===== src/rtl/hc32_pkg.sv =====
// Shared defaults and types for the hc32 quad-OR package model.
package hc32_pkg;
  localparam int NUM_GATES_DEF = 4;
  localparam int CNT_W_DEF     = 8;

  typedef logic [CNT_W_DEF-1:0] cnt_t;
endpackage


===== src/rtl/hc32_or_slice.sv =====
// One OR gate: combinational output, registered copy, change strobe and
// saturating transition counter.
module hc32_or_slice #(
  parameter int CNT_W = 8
) (
  input  logic             clk,
  input  logic             rst_n,
  input  logic             a,
  input  logic             b,
  input  logic             cnt_clr,
  output logic             y,
  output logic             y_q,
  output logic             y_chg,
  output logic [CNT_W-1:0] cnt
);
  logic y_q_prev;
  logic trans;

  assign y = a | b;

  // A transition is committed on the edge where the new y differs from y_q.
  assign trans = y ^ y_q;

  always_ff @(posedge clk or negedge rst_n) begin
    if (!rst_n) begin
      y_q      <= 1'b0;
      y_q_prev <= 1'b0;
    end else begin
      y_q      <= y;
      y_q_prev <= y_q;
    end
  end

  // Both operands are flops, so the strobe is clean for a full cycle.
  assign y_chg = y_q ^ y_q_prev;

  always_ff @(posedge clk or negedge rst_n) begin
    if (!rst_n)
      cnt <= '0;
    else if (cnt_clr)
      cnt <= '0;
    else if (trans && (cnt != {CNT_W{1'b1}}))
      cnt <= cnt + 1'b1;
  end
endmodule


===== src/rtl/hc32_quad_or.sv =====
// 74HC32 quad 2-input OR package: NUM_GATES independent gate slices.
module hc32_quad_or
  import hc32_pkg::*;
#(
  parameter int NUM_GATES = NUM_GATES_DEF,
  parameter int CNT_W     = CNT_W_DEF
) (
  input  logic                       clk,
  input  logic                       rst_n,
  input  logic [NUM_GATES-1:0]       a,
  input  logic [NUM_GATES-1:0]       b,
  output logic [NUM_GATES-1:0]       y,
  output logic [NUM_GATES-1:0]       y_q,
  output logic [NUM_GATES-1:0]       y_chg,
  input  logic                       cnt_clr,
  output logic [NUM_GATES*CNT_W-1:0] tog_cnt
);
  for (genvar g = 0; g < NUM_GATES; g++) begin : g_gate
    hc32_or_slice #(.CNT_W(CNT_W)) u_slice (
      .clk     (clk),
      .rst_n   (rst_n),
      .a       (a[g]),
      .b       (b[g]),
      .cnt_clr (cnt_clr),
      .y       (y[g]),
      .y_q     (y_q[g]),
      .y_chg   (y_chg[g]),
      .cnt     (tog_cnt[g*CNT_W +: CNT_W])
    );
  end
endmodule


===== config.mk =====
export PLATFORM = sky130hd
export DESIGN_NAME = hc32_quad_or
export DESIGN_NICKNAME = d
export VERILOG_FILES = /design/src/rtl/hc32_pkg.sv /design/src/rtl/hc32_or_slice.sv /design/src/rtl/hc32_quad_or.sv
export SDC_FILE = /design/constraint.sdc
export NUM_CORES = 1
export LEC_CHECK = 0
export ABC_AREA = 1
export CORE_MARGIN = 5
export CORE_UTILIZATION = 54
export DETAILED_ROUTE_END_ITERATION = 10
export GPL_TIMING_DRIVEN = 0
export PLACE_DENSITY_LB_ADDON = 0.25
export SKIP_CTS_REPAIR_TIMING = 1
export SYNTH_ARGS = -nofsm -noshare
export SYNTH_HDL_FRONTEND = slang
export SYNTH_SLANG_ARGS = --single-unit

===== constraint.sdc =====
create_clock -name clk -period 2.4 [get_ports clk]
set_input_delay 0.24 -clock clk [delete_from_list [all_inputs] [get_ports clk]]
set_output_delay 0.24 -clock clk [all_outputs]
set_load 0.1 [all_outputs]

Word-level counts from Yosys, hierarchy flattened
Cells that the tools add are included.
Widths: inputs -> output; s select.
- reduce and logical (&&, ||, !) cells: 8
- bitwise operators: 12
- muxes and demuxes: 8
- $add $sub $neg: 4
- equal/unequal tests: 4
- operators with widths (cell ; count):
    $mux 8 ; 8
    $add 8x1->8 const B ; 4
    $ne 8x8->1 const B ; 4
    $reduce_bool 2->1 ; 4
    $xor 1x1->1 ; 8
    $logic_and 1x1->1 ; 4
    $or 1x1->1 ; 4
- logic and storage cells: 48
- register bits after elaboration: 40
- output and inout port bits: 44

Logic depth before layout (Yosys ltp)
Gate-level depths: netlist of run 1.
- depth after elaboration: 5
- depth in mapped cells: 9

Cells and area by module
From an unflattened synthesis of run 1, not the netlist that was laid out.
- cell total of the unflattened synthesis: 308
- area, all modules: 2237.1 µm²
- modules (own cells, without submodules) (module ; area an instance (µm²) ; sequential area each (µm²) ; cells each ; instances):
    hc32_or_slice ; 559.3 ; 250.2 ; 77 ; 4

Worst setup path after synthesis of run 1
Ideal clock, no wire load.
- path kind: register -> register
- start: reg g_gate[3].u_slice.cnt[0]
- end: reg g_gate[3].u_slice.cnt[0]
- library setup time: 0.121 ns
- arrival time: 1.885 ns
- stages on the path, launching flop included: 10
- buffers on the path: 1
- setup slack: 0.394 ns
- clock period less this slack: 2.006 ns
- path through: dfrtp_1 > ha_1 > nand2_1 > nor2_4 > nand2_2 > nand2_2 > buf_6 > nand2_4 > nand2_1 > nand2_1
- word-level cells in the longest chain between the ends: 3
- ends and longest elaborated chain (what ; line ; text):
    start: declaration ; hc32_or_slice.sv:14 ; output logic [CNT_W-1:0] cnt
    start signal: assignment ; hc32_or_slice.sv:43 ; cnt <= cnt + 1'b1;
    $add 8x1->8 / $ne 8x8->1 (equally long branches) ; hc32_or_slice.sv:43, hc32_or_slice.sv:42 ;
    $mux 8 / $logic_and 1x1->1 (equally long branches) ; hc32_or_slice.sv:42 ; else if (trans && (cnt != {CNT_W{1'b1}}))
    $mux 8 / $reduce_bool 2->1 (equally long branches) ; - ;
Parallel ways exist; a longest one is shown, timed or not. The select of a mux whose other input is x is not followed.
A chain may end at the register's enable or synchronous reset.

Worst setup path after layout of run 1
- start: in b[2]
- end: out y[2]
- word-level cells in the longest chain between the ends: 1
- ends and longest elaborated chain (what ; line ; text):
    start: declaration ; hc32_quad_or.sv:11 ; input logic [NUM_GATES-1:0] b,
    $or 1x1->1 ; hc32_or_slice.sv:19 ; assign y = a | b;
    end: declaration ; hc32_quad_or.sv:12 ; output logic [NUM_GATES-1:0] y,
No other way between the ends.

==> results of run 1 <==
-- cell type report --
| type | count | share of cell area |
|---|---|---|
| clock buffer | 6 | 0.02623 |
| multi-input combinational | 227 | 0.3585 |
| clock inverter | 2 | 0.003180 |
| sequential | 40 | 0.3180 |
| buffer | 18 | 0.04014 |
| timing repair buffer | 54 | 0.1733 |
| inverter | 49 | 0.06002 |
| tap | 52 | 0.02067 |
-- state kept, by name, indices dropped and copies added, names as in the netlist --
signal / flops
g_gate.u_slice.cnt: 32
g_gate.u_slice.y_q: 4
g_gate.u_slice.y_q_prev: 4
-- cells in the final DEF, fill, tap and decap left out --
cell             count
nor2_4               3
a21oi_1              7
nand3b_1             2
buf_2                6
nand2_4              3
buf_6                1
clkinv_2             2
inv_2                4
nand2_1             94
dlymetal6s2s_1       4
dfrtp_1             40
inv_4                2
inv_1               43
buf_4               12
xor2_1               9
nor2_1              26
clkdlybuf4s50_1     49
o21ai_0              3
nor3_1               2
nand3_1             58
nand3_2              4
clkbuf_8             6
nand2_2              7
o21bai_1             1
nor2_2               4
ha_1                 4
-- stage by stage --
stage	total power, mW	TNS [ns]
final	1.619	0
after global routing	1.679	0
after CTS	1.629	-0.02020
after detailed placement	1.156	0
after global placement	1.152	0
after floorplan	1.044	0
-- how the worst max path moves through the flow --
stage                     cells past startpoint                                  from                                    to
after floorplan                               9  g_gate[3].u_slice.cnt[0]$_DFFE_PN0P_  g_gate[3].u_slice.cnt[0]$_DFFE_PN0P_
after global placement                        1                                 rst_n  g_gate[0].u_slice.cnt[5]$_DFFE_PN0P_
after detailed placement                      5                                  b[2]                                  y[2]
after CTS                                     3       g_gate[0].u_slice.y_q$_DFF_PN0_                              y_chg[0]
after global routing                          5                                  b[2]                                  y[2]
final                                         5                                  b[2]                                  y[2]
-- where the power goes --
group	internal, mW	switching [mW]	leakage, nW
Clock	0.230	0.249	0.0510
Sequential	0.694	0.0245	0.524
Combinational	0.109	0.313	1.14
-- cell families after synthesis --
group           count (synthesis)
flops                          40
compound gates                 11
simple gates                  203
xor+xnor                        9
buf+inv                        67
fa+ha+maj                       4
-- routing by layer --
layer / global-route usage / share of wire / vias up
met5: 0 / 0 / -
met4: 0.05498 / 0.014 / 0
met3: 0.05855 / 0.063 / 9
met2: 0.3173 / 0.49 / 57
met1: 0.2197 / 0.43 / 1019
li1: - / - / 1151
==> metrics.md, run 1 <==
| Metric | Value |
|---|---|
| Status | finished clean |
| Post-synthesis adder-cell area fraction | 0.02047 |
| Predominant post-synthesis flop cell | dfrtp_1 |
| Initial antenna violation count | 0 |
| Worst ir drop on vdd | 0.3461 mV |
| Post-synth cell types | 22 |
| Setup violations, final | 0 |
| CTS Buffer Depth | 2 |
| R2r startpoint | g_gate[1].u_slice.cnt[0]$_DFFE_PN0P_ |
| Clock sinks | 40 |
| CP endpoint kind | output pin |
| Root Driver | clkbuf_8 |
| DR DRC count | 0 |
| Cell row count | 24 |
| Reg-to-Reg End | g_gate[1].u_slice.cnt[1]$_DFFE_PN0P_ |
| Crit path max-delay family | buffers and inverters |
| Multiplexer share of the synthesized area | 0 |
| Final worst slack | 0.07960 ns |
| IO buf count | 54 |
| Die span in y | 77.29 µm |
| Fin util | 0.7180 |
| Most used cell, CP | clkdlybuf4s50_1 |
| Max Freq | 0.4310 GHz |
| Wirelength per Cell | 12.03 µm |
| Worst path slowest cell | clkdlybuf4s50_1 |
| Fin area | 3148 µm² |
| Placer Congestion | 0.7879 |
| Synth Cell Area | 2445 µm² |
| Post-route clock period utilization | 0.9668 |
| Footprint of the multi-input gates | 1129 µm² |
| Async S/R FF share, synth | 1.000 |
| Relative slew slack | 0.3379 |
| Htree depth | 2 |
| Largest family of logic cells by synthesized area | simple AND/OR/NAND/NOR gates |
| Top cells by area, synth | dfrtp_1 (41%), nand2_1 (14%), nand3_1 (12%) |
| Final net count | 410 |
| Cell with the most instances after synthesis | nand2_1 |
| Worst Tran Pin Value | 0.9900 ns |
| Leakage | 1.714 nW |
| Yosys top cell area share | 0.4094 |
| Total of max-cap violations | 0 |
| Initial core utilization | 0.5576 |
| Register area | 1001 µm² |
| Critical path required time | 2.16 ns |
| First-pass GRT wire length | 9114 µm |
| Synth Area in XOR/XNOR | 0.03224 |
| Highest fanout seen on the critical path | 3 |
| Area growth syn-to-layout | 28.76% |
| Crit-path cells | clkdlybuf4s50_1 > inv_1 > nand2_1 > buf_4 > clkdlybuf4s50_1 |
| DR iter-0 viols | 157 |
| R2r setup slk | 0.94 ns |
| Slowest stage delay, CP | 1.12 ns |
| Largest net degree at the start of global routing | 41 |
| Via density per instance | 4.991 |
| Clk slew on worst S/H paths | 0.08 ns |
| Warnings from Yosys | 0 |
| Hold slack | 0.04971 ns |
| Clock Latency Late Sink | 0.30 ns |
| Post-layout min period | 2.320 ns |
| Worst path buffer plus inverter count | 4 |
| Vias in the first global route | 2069 |
| Setup CP Type | in -> out |
| Unrepaired setup endpoints after global routing | no |
| Drt pass-1 iters | 4 |
| Num CTS Buffers | 5 |
| Synth Area in Compound Gates | 0.02354 |
| CP arrival | 2.08 ns |
| DRT Wirelength | 5391 µm |
| Mapped Cells | 334 |
| Dpl cells | 440 |
| Number of fill cells | 352 |
| Antenna fix cells | 0 |
| Post-Synth Simple-Gate Area | 0.3854 |
| Critical Path Source Type | input port |
| Power density cells | 514.2 nW/µm² |
| I/O Pins | 55 |
| CTS tree | built |
| Synth area leader | dfrtp_1 |
| Core area | 4384 µm² |
| Syn_area_per_cell | 7.320 µm² |
| Total GRT Usage | 0.1850 |
| Area post-placement | 3045 µm² |
| Net count after synthesis | 349 |
| Post-synth EDFFs | 0 |
| Final Non-Filler Cells | 448 |
| Vias post-DR | 2236 |
| Die Wd | 77.29 µm |
| Seq/Total Area, Yosys | 0.4094 |
| Post-route ant nets | 0 |
| Ratio of cells with drive above 1 in the final layout | 0.1364 |
| #FFs+latches synth | 40 |
| Hpwl dp | 3875 µm |
| Pre-CTS setup slack | 0.07466 ns |
| Slew Viols, Final | 0 |
| Die area | 5973 µm² |
| Worst Hold Class | in -> async |
| Reg2Reg Depth | 8 |
| Top post-synthesis cells by count | nand2_1 (94), nand3_1 (58), inv_1 (43) |
| Max Clock Skew | 0.005330 ns |
| Final hold violation count | 0 |
| GRT Residual Overflow | 0 |
Power figures use the tool's default switching activity.
==> run 2: changes to the inputs <==
--- a/config.mk
+++ b/config.mk
@@ -7,8 +7,9 @@
 export LEC_CHECK = 0
 export ABC_AREA = 1
 export CORE_MARGIN = 5
-export CORE_UTILIZATION = 54
+export CORE_UTILIZATION = 60
 export DETAILED_ROUTE_END_ITERATION = 10
+export DONT_BUFFER_PORTS = 1
 export GPL_TIMING_DRIVEN = 0
 export PLACE_DENSITY_LB_ADDON = 0.25
 export SKIP_CTS_REPAIR_TIMING = 1
==> run 2 against run 1 <==
  * Sequential share of layout area is 6.5 points higher
  * Flip-flop and latch count stayed put
  * Global-route usage is 1.6 points higher
  * Setup slack better by 0.12 ns
  * Maximum frequency is 5.7% higher
==> metrics.md, run 2 (same netlist as run 1, synthesis figures left out) <==
| Metric | Value |
|---|---|
| Antenna fix cells | 0 (unchanged) |
| Highest fanout seen on the critical path | 10 (+7) |
| Sw frac | 0.3660 (+0.003983) |
| Area growth syn-to-layout | 6.909% |
| DR DRC count | 0 (unchanged) |
| Worst ir drop on vdd | 0.3157 mV (-8.8%) |
| I/O Pins | 55 (unchanged) |
| Hpwl dp | 3617 µm (-6.7%) |
| Critical Path Source Type | register |
| Ratio of cells with drive above 1 in the final layout | 0.1496 (+0.01320) |
| Internal | 0.9383 mW (-9.1%) |
| Worst path buffer plus inverter count | 2 (-2) |
| DR iter-0 viols | 112 (-29%) |
| Clock share of power | 0.271 (-0.025) |
| Wirelength per Cell | 12.88 µm (+7.1%) |
| Worst Tran Pin Value | 1.086 ns (+0.09556 ns) |
| Net Switching | 0.5417 mW (-7.6%) |
| Core area | 3971 µm² (-9.4%) |
| Die span in y | 73.84 µm (-4.5%) |
| Slowest stage delay, CP | 1.00 ns (-0.12 ns) |
| Reg power frac | 0.555 (+0.111) |
| Root Driver | clkbuf_8 |
| Most common cell after layout, fill and taps aside | nand2_1 |
| R2r startpoint | g_gate[2].u_slice.cnt[0]$_DFFE_PN0P_ |
| Crit-path cells | ha_1 > nand2_1 > inv_1 > nand3_2 > nand2_4 > inv_4 > nand3_1 > nand2_1 |
| Placer Congestion | 0.8430 (+7.0%) |
| Setup CP Type | reg -> reg |
| Setup violations, final | 0 (unchanged) |
| Number of fill cells | 355 (+0.85%) |
| Cell row count | 23 (-4.2%) |
| Slew Viols, Final | 0 (unchanged) |
| Total of max-cap violations | 0 (unchanged) |
| Clk slew on worst S/H paths | 0.07 ns (about the same) |
| Post-route clock period utilization | 0.9148 (-0.05204) |
| Largest net degree at the start of global routing | 41 (unchanged) |
| DRT Wirelength | 5038 µm (-6.5%) |
| Worst Hold Class | in -> reg |
| Via density per instance | 5.317 (+6.5%) |
| GRT Residual Overflow | 0 (unchanged) |
| Num CTS Buffers | 5 (unchanged) |
| Clock sinks | 40 (unchanged) |
| Hold_sp | b[2] |
| Most used cell, CP | nand2_1 |
| Initial antenna violation count | 0 (unchanged) |
| IO buf count | 0 (-100%) |
| Htree depth | 2 (unchanged) |
| First-pass GRT wire length | 8583 µm (-5.8%) |
| Max Freq | 0.4555 GHz (+5.7%) |
| Final net count | 358 (-13%) |
| Initial core utilization | 0.6156 (+0.05798) |
| Post-layout min period | 2.196 ns (-0.1249 ns) |
| Clock Latency Late Sink | 0.28 ns (-0.02 ns) |
| Final hold violation count | 0 (unchanged) |
| Combinational share of power | 0.174 (-0.086) |
| Post-route ant nets | 0 (unchanged) |
| Crit. Startpoint | g_gate[2].u_slice.cnt[0]$_DFFE_PN0P_ |
| Die Wd | 73.84 µm (-4.5%) |
| Total GRT Usage | 0.2014 (+0.01643) |
| Power density cells | 566.2 nW/µm² (+10%) |
| CP arrival | 2.37 ns (+0.29 ns) |
| Unrepaired setup endpoints after global routing | no |
| Die area | 5452 µm² (-8.7%) |
| CP endpoint kind | register |
| CTS tree | built |
| Biggest register | g_gate.u_slice.cnt |
| Critical path required time | 2.58 ns (+0.42 ns) |
| Status | finished clean |
| Worst path slowest cell | dfrtp_1 |
| Largest register FFs | 32 (unchanged) |
| Vias in the first global route | 1925 (-7.0%) |
| Crit path max-delay family | flip-flops |
| Vias post-DR | 2079 (-7.0%) |
| Fin Setup TNS | 0 ns (unchanged) |
| Most frequent cells in the layout | nand2_1 (94), nand3_1 (58), inv_1 (43) |
| Hold slack | 0.1039 ns (+0.05419 ns) |
| Drt pass-1 iters | 5 (+1) |
| Relative slew slack | 0.2763 (-0.06164) |
| Regs by FF count | g_gate.u_slice.cnt (32), g_gate.u_slice.y_q (4), g_gate.u_slice.y_q_prev (4) |
| Max Clock Skew | 0.002705 ns (-0.002625 ns) |
| Leakage | 1.472 nW (-14%) |
| CTS Buffer Depth | 2 (unchanged) |
run 2: path summary, 6_finish.rpt:
kind	depth (start not counted)	slack [ns]	to
setup / recovery	8	0.20	g_gate[2].u_slice.cnt[2]$_DFFE_PN0P_
hold / removal	2	0.10	g_gate[2].u_slice.y_q$_DFF_PN0_
setup reg to reg	8	0.20	g_gate[2].u_slice.cnt[2]$_DFFE_PN0P_
hold reg to reg	0	0.46	g_gate[1].u_slice.y_q_prev$_DFF_PN0_
max in group asynchronous	2	1.77	g_gate[0].u_slice.cnt[2]$_DFFE_PN0P_
min in group asynchronous	2	0.45	g_gate[2].u_slice.cnt[2]$_DFFE_PN0P_
run 2: cell type report:
| cell class | count | area [µm²] | area share |
|---|---|---|---|
| Multi-Input combinational cell | 227 | 1129 | 0.4318 |
| Tap cell | 50 | 62.56 | 0.02393 |
| Clock buffer | 5 | 68.82 | 0.02633 |
| Sequential cell | 40 | 1001 | 0.3830 |
| Timing Repair Buffer | 2 | 37.54 | 0.01436 |
| Inverter | 49 | 188.9 | 0.07228 |
| Buffer | 18 | 126.4 | 0.04835 |
run 2: power by group through the flow:
stage / Combinational [mW] / Clock (mW) / Sequential, mW
2_1_floorplan: 0.216 / 0 / 0.828
3_3_place_gp: 0.237 / 0 / 0.834
3_5_place_dp: 0.239 / 0 / 0.835
4_1_cts: 0.240 / 0.415 / 0.822
5_1_grt: 0.278 / 0.443 / 0.824
6_report: 0.258 / 0.401 / 0.821
run 2: layer usage:
metal / track usage / wire, µm
met5: 0 / 0
met4: 0.04829 / 19
met3: 0.06019 / 334
met2: 0.3455 / 2479
met1: 0.2474 / 2205
run 2: per-stage QoR:
stage	setup slack (ns)	total power, mW	area, µm²	cells	util
floorplan	0.3937	1.044	2445	334	-
global placement	0.2580	1.071	2507	384	0.6314
CTS	0.2104	1.477	2576	389	0.6487
finish	0.2045	1.480	2614	391	0.6582
detailed placement	0.2273	1.074	2507	384	0.6314
global route	0.04664	1.546	2614	391	0.6582
==> run 3: changes to the inputs <==
--- a/config.mk
+++ b/config.mk
@@ -11,8 +11,10 @@
 export DETAILED_ROUTE_END_ITERATION = 10
 export DONT_BUFFER_PORTS = 1
 export GPL_TIMING_DRIVEN = 0
+export HOLD_SLACK_MARGIN = 0.08
 export PLACE_DENSITY_LB_ADDON = 0.25
 export SKIP_CTS_REPAIR_TIMING = 1
 export SYNTH_ARGS = -nofsm -noshare
 export SYNTH_HDL_FRONTEND = slang
+export SYNTH_HIERARCHICAL = 1
 export SYNTH_SLANG_ARGS = --single-unit
==> run 3 against run 2 <==
  * Hold slack worse by 0.0033 ns
  * Die area shrank 7.4%
  * Critical path type is now reg -> out
  * Core utilization up 3.5 points
  * Clock skew grew 0.0031 ns
  * Critical path depth fell by 7
  * Critical endpoint is now y_chg[0]
  * Sequential share of layout area is 1.5 points higher
  * Synthesized cell count is 7.8% lower
  * Routed wire length shrank 7.4%
  * First-iteration DRC count increased by 31%
  * Final area decreased by 3.7%
==> metrics.md, run 3 <==
| Metric | Value |
|---|---|
| Syn_area_per_cell | 7.263 µm² (-0.77%) |
| GRT Residual Overflow | 0 (unchanged) |
| Unrepaired setup endpoints after global routing | no |
| Worst Hold Class | in -> reg |
| DR DRC count | 0 (unchanged) |
| Cell with the most instances after synthesis | nand2_1 |
| Die Wd | 71.06 µm (-3.8%) |
| Placer Congestion | 0.8135 (-3.5%) |
| Post-synth EDFFs | 0 (unchanged) |
| Number of fill cells | 282 (-21%) |
| Worst path buffer plus inverter count | 0 (-2) |
| Setup CP Type | reg -> out |
| Initial core utilization | 0.6157 (about the same) |
| Initial antenna violation count | 0 (unchanged) |
| Critical path required time | 2.16 ns (-0.42 ns) |
| Worst ir drop on vdd | 0.5837 mV (+85%) |
| Critical Path Source Type | register |
| Core area | 3633 µm² (-8.5%) |
| CP arrival | 1.99 ns (-0.38 ns) |
| Status | finished clean |
| Slew Viols, Final | 0 (unchanged) |
| CTS Buffer Depth | 2 (unchanged) |
| Top cells by area, synth | dfrtp_1 (45%), nand2_1 (17%), inv_1 (7.4%) |
| DRT Wirelength | 4666 µm (-7.4%) |
| Largest register FFs | 32 (unchanged) |
| Worst path slowest cell | dfrtp_1 |
| Worst Tran Pin Value | 1.104 ns (+0.01828 ns) |
| Htree depth | 2 (unchanged) |
| Drt pass-1 iters | 4 (-1) |
| Wirelength per Cell | 12.75 µm (-1.1%) |
| Die area | 5050 µm² (-7.4%) |
| Wire length on met2 | 2206 µm (-11%) |
| Yosys top cell area share | 0.4474 (+0.03801) |
| IO buf count | 0 (unchanged) |
| Die span in y | 71.06 µm (-3.8%) |
| Num CTS Buffers | 5 (unchanged) |
| Final hold violation count | 0 (unchanged) |
| Fin Setup TNS | 0 ns (unchanged) |
| Final net count | 332 (-7.3%) |
| Async S/R FF share, synth | 1.000 (unchanged) |
| I/O Pins | 55 (unchanged) |
| Final Non-Filler Cells | 366 (-6.4%) |
| CP endpoint kind | output pin |
| Hold slack | 0.1006 ns (-0.003258 ns) |
| Power density cells | 634.7 nW/µm² (+12%) |
| Synth area leader | dfrtp_1 |
| Seq/Total Area, Yosys | 0.4474 (+0.03801) |
| First-pass GRT wire length | 7962 µm (-7.2%) |
| Most frequent cells in the layout | nand2_1 (100), inv_1 (44), dfrtp_1 (40) |
| Synth Cell Area | 2237 µm² (-8.5%) |
| Crit-path cells | xor2_4 |
| Clk slew on worst S/H paths | 0.08 ns (about the same) |
| DR iter-0 viols | 147 (+31%) |
| Biggest register | g_gate.u_slice/cnt |
| Final worst slack | 0.1746 ns (-0.02993 ns) |
| Post-route clock period utilization | 0.9273 (+0.01247) |
| Largest net degree at the start of global routing | 41 (unchanged) |
| Via density per instance | 5.254 (-1.2%) |
| Area growth syn-to-layout | 12.53% |
| Top post-synthesis cells by count | nand2_1 (100), inv_1 (44), dfrtp_1 (40) |
| Net count after synthesis | 323 (-7.4%) |
| Antenna fix cells | 0 (unchanged) |
| Clock Latency Late Sink | 0.29 ns (about the same) |
| Dpl cells | 356 (-7.3%) |
| Post-synth cell types | 15 (-32%) |
| Leakage | 1.200 nW (-18%) |
| Met3 wire length | 418 µm (+25%) |
| CTS tree | built |
| Vias post-DR | 1923 (-7.5%) |
| Met1 WL | 1984 µm (-10%) |
| Crit path max-delay family | flip-flops |
| Slowest stage delay, CP | 1.08 ns (+0.08 ns) |
| Predominant post-synthesis flop cell | dfrtp_1 |
| Cell row count | 22 (-4.3%) |
| Max Clock Skew | 0.005822 ns (+0.003117 ns) |
| Hpwl dp | 3360 µm (-7.1%) |
| Post-route ant nets | 0 (unchanged) |
| Root Driver | clkbuf_8 |
| Pre-CTS setup slack | 0.1868 ns (-0.04049 ns) |
| Regs by FF count | g_gate.u_slice/cnt (32), g_gate.u_slice/y_q (4), g_gate.u_slice/y_q_prev (4) |
| Total GRT Usage | 0.1948 (-0.006680) |
| DR top layer | met4 |
| Register area | 1001 µm² (unchanged) |
| Ratio of cells with drive above 1 in the final layout | 0.08805 (-0.06151) |
| #FFs+latches synth | 40 (unchanged) |
| Highest fanout seen on the critical path | 5 (-5) |
| Relative slew slack | 0.2641 (-0.01219) |
| Most common cell after layout, fill and taps aside | nand2_1 |
| Total of max-cap violations | 0 (unchanged) |
| Vias in the first global route | 1740 (-9.6%) |
| Footprint of the multi-input gates | 1111 µm² (-1.6%) |
| Clock sinks | 40 (unchanged) |
| Mapped Cells | 308 (-7.8%) |
| Warnings from Yosys | 6 (+6) |
| Post-layout min period | 2.225 ns (+0.02993 ns) |
| Max Freq | 0.4494 GHz (-1.3%) |
| Setup violations, final | 0 (unchanged) |
run 3: area by class of cell:
| type | instances | area share |
|---|---|---|
| clock inverters | 2 | 0.01392 |
| well taps | 48 | 0.02386 |
| repair buffers | 2 | 0.01491 |
| clock buffers | 6 | 0.02883 |
| multi-input cells | 220 | 0.4414 |
| inverters | 48 | 0.07952 |
| flip-flops and latches | 40 | 0.3976 |
run 3: worst paths after layout:
kind,startpoint,end,depth (start not counted),slack [ns]
setup / recovery,g_gate[0].u_slice/y_q$_DFF_PN0_,y_chg[0],1,0.17
hold / removal,cnt_clr,g_gate[3].u_slice/cnt[4]$_DFFE_PN0P_,3,0.10
setup reg to reg,g_gate[3].u_slice/cnt[1]$_DFFE_PN0P_,g_gate[3].u_slice/cnt[1]$_DFFE_PN0P_,9,0.20
hold reg to reg,g_gate[2].u_slice/cnt[6]$_DFFE_PN0P_,g_gate[2].u_slice/cnt[6]$_DFFE_PN0P_,2,1.04
max in group asynchronous,rst_n,g_gate[0].u_slice/cnt[7]$_DFFE_PN0P_,2,1.78
min in group asynchronous,rst_n,g_gate[1].u_slice/y_q$_DFF_PN0_,2,0.42
run 3: cells by family after synthesis:
kind of cell               count (synthesis)  synth area share
and+or+nand+nor                          180            0.3468
adders and majority gates                  4           0.02237
AOI/OAI and AO/OA                         28           0.06264
buffers and inverters                     48           0.08948
xor gates and xnor gates                   8           0.03132
DFF                                       40            0.4474
run 3: per-stage QoR:
step	total power [mW]	area [µm²]	util
floorplan	1.012	2267	-
global placement	1.034	2327	0.6405
detailed placement	1.038	2327	0.6405
CTS	1.586	2435	0.6701
global route	1.668	2517	0.6928
finish	1.598	2517	0.6928
run 3: worst register-to-register path, stage by stage, from the launching register on:
cell and delay, ns:
dfrtp_1 1.02, ha_1 0.31, nand2_1 0.10, nor2_2 0.20, nand2_1 0.08, nand2_2 0.11, nand2_4 0.09, clkinv_4 0.08
nand2_1 0.06, nand2_1 0.10
run 3: routing by layer:
layer / up-vias / track usage
met5: - / 0
met4: 0 / 0.05637
met3: 7 / 0.07102
met2: 60 / 0.3172
met1: 877 / 0.2436
li1: 979 / -
run 3: power by group:
| group | internal, mW | total (mW) | switching [mW] |
|---|---|---|---|
| clock | 0.309 | 0.547 | 0.238 |
| sequential | 0.690 | 0.845 | 0.155 |
| combinational | 0.0431 | 0.206 | 0.163 |
| total | 1.04 | 1.60 | 0.556 |
